--- config.mk ---
export PLATFORM = sky130hd
export DESIGN_NAME = filterbank_sequencer
export DESIGN_NICKNAME = d
export VERILOG_FILES = /design/src/rtl/filterbank_sequencer.sv
export SDC_FILE = /design/constraint.sdc
export NUM_CORES = 1
export LEC_CHECK = 0
export ABC_AREA = 1
export ABC_CLOCK_PERIOD_IN_PS = 6900
export BUFFER_PORTS_ARGS = -buffer_cell sky130_fd_sc_hd__buf_2
export CAP_MARGIN = 20
export CORE_MARGIN = 5
export CORE_UTILIZATION = 35
export DETAILED_ROUTE_END_ITERATION = 8
export GPL_ROUTABILITY_DRIVEN = 1
export GPL_TIMING_DRIVEN = 0
export HOLD_SLACK_MARGIN = 0.15
export RECOVER_POWER = 25
export SETUP_SLACK_MARGIN = 0.15
export SYNTH_ARGS = -nofsm -noshare
export SYNTH_HDL_FRONTEND = slang
export SYNTH_SLANG_ARGS = --single-unit
export TNS_END_PERCENT = 5
--- constraint.sdc ---
create_clock -name clk -period 6.9 [get_ports clk]
set_clock_uncertainty 0.2 [all_clocks]
set_input_delay 1.38 -clock clk [delete_from_list [all_inputs] [get_ports clk]]
set_output_delay 1.38 -clock clk [all_outputs]
set_load 0.01 [all_outputs]
--- src/rtl/filterbank_sequencer.sv ---
// filterbank_sequencer: sample intake, windowing and matrixing control for the
// polyphase analysis filterbank. Drives sample RAM, coefficient ROMs, Y buffer
// and a shared external MAC; the datapath itself lives outside this block.
module filterbank_sequencer #(
  parameter int unsigned MAC_LAT = 3,
  parameter int unsigned BLOCK   = 32
) (
  input  logic        clk,
  input  logic        rst,
  input  logic [15:0] sample,
  input  logic        sample_valid,
  output logic        sample_ready,
  output logic        sram_we,
  output logic [8:0]  sram_waddr,
  output logic [15:0] sram_wdata,
  output logic [8:0]  sram_raddr,
  output logic [8:0]  coef_addr,
  output logic [5:0]  y_raddr,
  output logic [10:0] cos_addr,
  output logic        mac_en,
  output logic        mac_clear,
  output logic        mac_src,
  output logic        y_we,
  output logic [5:0]  y_waddr,
  output logic        sb_valid,
  output logic [4:0]  sb_idx,
  output logic        busy,
  output logic        block_done
);

  localparam logic [2:0] S_IDLE      = 3'd0;
  localparam logic [2:0] S_WIN       = 3'd1;
  localparam logic [2:0] S_WIN_DRAIN = 3'd2;
  localparam logic [2:0] S_MAT       = 3'd3;
  localparam logic [2:0] S_MAT_DRAIN = 3'd4;

  localparam int unsigned      FW      = $clog2(BLOCK + 1);
  localparam int unsigned      DW      = $clog2(MAC_LAT + 1);
  localparam logic [FW-1:0]    BLOCK_F = FW'(BLOCK);
  localparam logic [DW-1:0]    DLAST   = DW'(MAC_LAT - 1);

  logic [2:0]    state, state_nxt;
  logic [8:0]    wp;
  logic [8:0]    base;
  logic [FW-1:0] fill, fill_nxt;
  logic [5:0]    k;
  logic [2:0]    j;
  logic [4:0]    i;
  logic [DW-1:0] dcnt;
  logic          start_run;
  logic          accept;
  logic          ready_nxt;

  // Writeback delay line: last-term flags and sum index, MAC_LAT deep.
  logic [MAC_LAT-1:0] wb_win;
  logic [MAC_LAT-1:0] wb_mat;
  logic [5:0]         wb_idx [MAC_LAT];
  logic               win_last;
  logic               mat_last;
  logic [5:0]         last_idx;

  assign accept   = sample_valid && sample_ready;
  assign busy     = (state != S_IDLE);
  assign win_last = (state == S_WIN) && (j == '1);
  assign mat_last = (state == S_MAT) && (k == '1);
  assign last_idx = (state == S_WIN) ? k : {1'b0, i};

  // Next state; a run starts from IDLE or straight out of MAT_DRAIN once a block is buffered.
  always_comb begin
    state_nxt = state;
    start_run = 1'b0;
    case (state)
      S_IDLE: begin
        if (fill == BLOCK_F) begin
          state_nxt = S_WIN;
          start_run = 1'b1;
        end
      end
      S_WIN:       if (k == '1 && j == '1) state_nxt = S_WIN_DRAIN;
      S_WIN_DRAIN: if (dcnt == DLAST) state_nxt = S_MAT;
      S_MAT:       if (i == '1 && k == '1) state_nxt = S_MAT_DRAIN;
      S_MAT_DRAIN: begin
        if (dcnt == DLAST) begin
          if (fill == BLOCK_F) begin
            state_nxt = S_WIN;
            start_run = 1'b1;
          end else begin
            state_nxt = S_IDLE;
          end
        end
      end
      default:     state_nxt = S_IDLE;
    endcase
  end

  // Ready is registered from next-cycle state so it reads 0 while in reset.
  always_comb begin
    fill_nxt  = start_run ? '0 : fill + FW'(accept);
    ready_nxt = (fill_nxt < BLOCK_F) && (state_nxt != S_WIN) && (state_nxt != S_WIN_DRAIN);
  end

  // State, intake pointers, loop counters and registered strobes.
  always_ff @(posedge clk or negedge rst) begin
    if (!rst) begin
      state        <= S_IDLE;
      wp           <= '0;
      base         <= '0;
      fill         <= '0;
      k            <= '0;
      j            <= '0;
      i            <= '0;
      dcnt         <= '0;
      sample_ready <= 1'b0;
      sram_we      <= 1'b0;
      sram_waddr   <= '0;
      sram_wdata   <= '0;
      block_done   <= 1'b0;
    end else begin
      state        <= state_nxt;
      fill         <= fill_nxt;
      sample_ready <= ready_nxt;
      sram_we      <= accept;
      block_done   <= (state == S_MAT_DRAIN) && (dcnt == DLAST);
      if (accept) begin
        wp         <= wp + 9'd1;
        sram_waddr <= wp;
        sram_wdata <= sample;
      end
      if (start_run) base <= wp;
      // Counters wrap back to zero on the final step, so each pass starts clean.
      case (state)
        S_WIN: begin
          j <= j + 3'd1;
          if (j == '1) k <= k + 6'd1;
        end
        S_MAT: begin
          k <= k + 6'd1;
          if (k == '1) i <= i + 5'd1;
        end
        S_WIN_DRAIN, S_MAT_DRAIN: dcnt <= (dcnt == DLAST) ? '0 : dcnt + 1'b1;
        default: ;
      endcase
    end
  end

  // Writeback delay line; keeps shifting through the drain states.
  always_ff @(posedge clk or negedge rst) begin
    if (!rst) begin
      wb_win <= '0;
      wb_mat <= '0;
      for (int unsigned n = 0; n < MAC_LAT; n++) wb_idx[n] <= '0;
    end else begin
      wb_win[0] <= win_last;
      wb_mat[0] <= mat_last;
      wb_idx[0] <= last_idx;
      for (int unsigned n = 1; n < MAC_LAT; n++) begin
        wb_win[n] <= wb_win[n-1];
        wb_mat[n] <= wb_mat[n-1];
        wb_idx[n] <= wb_idx[n-1];
      end
    end
  end

  // Writeback strobes at the tail of the delay line; indices forced to 0 when idle.
  always_comb begin
    y_we     = wb_win[MAC_LAT-1];
    sb_valid = wb_mat[MAC_LAT-1];
    y_waddr  = y_we ? wb_idx[MAC_LAT-1] : '0;
    sb_idx   = sb_valid ? wb_idx[MAC_LAT-1][4:0] : '0;
  end

  // MAC step addressing; every field is 0 outside the two compute passes.
  always_comb begin
    mac_en     = 1'b0;
    mac_src    = 1'b0;
    mac_clear  = 1'b0;
    sram_raddr = '0;
    coef_addr  = '0;
    y_raddr    = '0;
    cos_addr   = '0;
    case (state)
      S_WIN: begin
        mac_en     = 1'b1;
        mac_clear  = (j == '0);
        coef_addr  = {j, k};
        sram_raddr = base - 9'd1 - {j, k};
      end
      S_MAT: begin
        mac_en    = 1'b1;
        mac_src   = 1'b1;
        mac_clear = (k == '0);
        y_raddr   = k;
        cos_addr  = {i, k};
      end
      default: ;
    endcase
  end

endmodule

==> flow_metrics.py <==
metrics = {
    "floorplanning": {
        "die_height_um": 122,
        "fp.dieW_um": 122,
        "start_util": 0.360,
        "num_rows": 40,
        "die-area_um2": 14800,
        "core_area_um2": 12100,
        "ios": 99,
    },
    "global_route": {
        "globalRouteTotalUtil": 0.134,
        "grtUsageMet1": 0.172,
        "grt_pass1_vias": 3384,
        "grt_pass1_wl_um": 16000,
        "grt_max_degree": 57,
        "busiest_layer": "met2",
        "met3_usage": 0.0260,
        "antenna_found_initial": 0,
        "met2_usage": 0.222,
        "overflow": 0,
    },
    "min_path": {
        "worstHoldPathType": "reg -> reg",
    },
    "run_status": {
        "status": "finished, violations left",
        "violations": "capacitance limit, slew limit",
    },
    "power_and_ir_drop": {
        "p_per_area_nw_per_um2": 350,
        "power.leakage_nw": 3.04,
        "power_mw": 1.88,
        "ir_drop_mv": 0.170,
    },
    "sta": {
        "setup-tns-final_ns": 0,
        "slew_headroom": -0.557,
        "finalHoldWorstSlack_ns": 0.149,
        "clock.fmax_mhz": 247,
        "worst_pin_slew_ns": 2.34,
        "final_max_slew_viol_count": 40,
        "setup_viol": 0,
        "rsz0062_at_grt": "false",
        "min_period_over_period": 0.587,
        "min_period_ns": 4.05,
        "setup_ws_ns": 2.85,
        "report.final.hold_viol_count": 0,
    },
    "critical_path": {
        "endpoint_kind": "primary output",
        "r2r_start": "sample_ready",
        "required_ns": 5.32,
        "crit_type": "reg -> out",
        "start_kind": "flip-flop",
        "r2r_setup_slack_ns": 4.68,
        "reg2reg_depth": 11,
        "startpoint": "k[0]",
        "setup.worst_path.end": "sram_raddr[8]",
        "crit_path_max_fanout": 4,
        "arrival_ns": 2.47,
        "rr_endpoint": "sample_ready",
    },
    "clock_network": {
        "numCtsBuffers": 9,
        "root_buffer": "clkbuf_16",
        "clock_path_buffers": 2,
        "cts_num_sinks": 95,
        "cts_resized": 0,
        "clk_pin_slew_worst_paths_ns": 0.07,
        "htreeDepth": 3,
        "clock_latency_ns": 0.34,
        "post_cts_buffers": 0,
        "cts_hold_buf": 5,
        "cts_tree": "yes",
    },
    "yosys": {
        "syn_inst": 479,
        "synth.distinct_cells": 32,
        "synth-adder-area-share": 0.0562,
        "ys_seq_area_frac": 0.545,
        "synth_xor_area_frac": 0.0441,
        "synth_compound_area_frac": 0.0662,
        "ys_ff_latch": 95,
        "avgSynthCellArea_um2": 9.11,
        "synth_top_family_by_area": "simple AND/OR/NAND/NOR gates",
        "synth_edf_count": 0,
        "synth_nets": 517,
        "syn_area_um2": 4370,
        "synth_warnings": 0,
        "synth.mux.area_fraction": 0,
        "ys.flop_type": "dfrtp_1",
        "async_flop_share": 1.00,
        "synth-simple-area-share": 0.204,
    },
    "final_layout": {
        "fill_cells": 1227,
        "final_cell_count_no_fill": 767,
        "final_core_util": 0.445,
        "fin_nets": 632,
        "most-common-layout-cells": "nand2_1, buf_2, dfrtp_1, inv_1, nor2_1",
        "layout-drive-gt1-share": 0.232,
        "area_delta_synth_final_pct": 23.3,
        "mostFrequentLayoutCell": "nand2_1",
        "num_antenna_cells": 0,
        "fin_area_um2": 5380,
    },
    "place": {
        "io_buffers": 98,
        "gp_congestion": 0.805,
        "dp.cells": 746,
        "place_ws_ns": 3.26,
        "place_area_um2": 5100,
        "hpwl_um": 7330,
    },
    "detailed_routing": {
        "drc": 0,
        "drt_wl_total_um": 9500,
        "antenna_left": 0,
        "dr.pass1.iters": 4,
        "wl_per_cell_um": 12.4,
        "vias": 3362,
        "via_per_inst": 4.38,
        "drt-initial-drc-count": 185,
    },
    "job": {
        "timing.max_cap.violations": 1,
    },
}
synth_stat cells, types with 5 or more instances:
master	count	area share
xor2_1	21	0.042
inv_1	67	0.058
buf_2	5	0.0057
ha_1	18	0.052
inv_2	5	0.0043
nor2_1	42	0.036
nand3_1	21	0.024
buf_4	8	0.014
dfrtp_1	95	0.54
nand2_1	115	0.099
o21bai_1	5	0.0086
a21oi_1	9	0.010
o21ai_0	29	0.033
layer usage:
metal  wire length, um  vias up
met3               314       14
met5                 0        -
met4               185        0
met2              4690       55
met1              4310     1584
li1                  -     1709
cell type report:
class	instances	area, um2	share of cell area
Sequential cell	95	2380	0.442
Multi-Input combinational cell	295	1580	0.293
Timing Repair Buffer	104	567	0.105
Inverter	72	270	0.0502
Clock buffer	11	243	0.0451
Tap cell	168	210	0.0390
Buffer	17	98.8	0.0184
Clock inverter	5	40.0	0.00744
cell families after synthesis:
kind of cell | after synthesis
xor+xnor | 22
buf+inv | 89
compound gates | 50
fa+ha+maj | 19
simple gates | 204
flops | 95
how the worst min path moves through the flow:
stage | from | endpoint | cells past startpoint
4_1_cts | wb_idx[8] | wb_idx[2] | 0
2_1_floorplan | wb_idx[6] | wb_idx[0] | 0
5_1_grt | wb_idx[17] | wb_idx[11] | 0
3_3_place_gp | wb_idx[17] | wb_idx[11] | 0
6_report | wb_idx[8] | wb_idx[2] | 0
3_5_place_dp | wb_idx[16] | wb_idx[10] | 0
power by group:
part           total, mW  internal (mW)  switching (mW)
clock network      0.468          0.257           0.211
registers          0.773          0.693          0.0802
logic              0.643          0.240           0.403
critical path, stage by stage (launching register included):
cell and delay [ns]:
dfrtp_1 0.43, inv_1 0.16, ha_1 0.23, inv_1 0.07, fa_1 0.42, o21ai_0 0.30, nand2_1 0.12, nand3_1 0.10
nand2_1 0.05, nor2_1 0.11, buf_2 0.15
state kept, by name, summed over array words and instances (netlist names):
register and cells:
dcnt 2, base 9, k 6, fill 6
wb_idx 18, wb_mat 3, i 5, sram_we 1
wp 9, sram_waddr 9, sample_ready 1, j 3
sram_wdata 16, state 3, block_done 1, wb_win 3
Power figures use the tool's default switching activity.
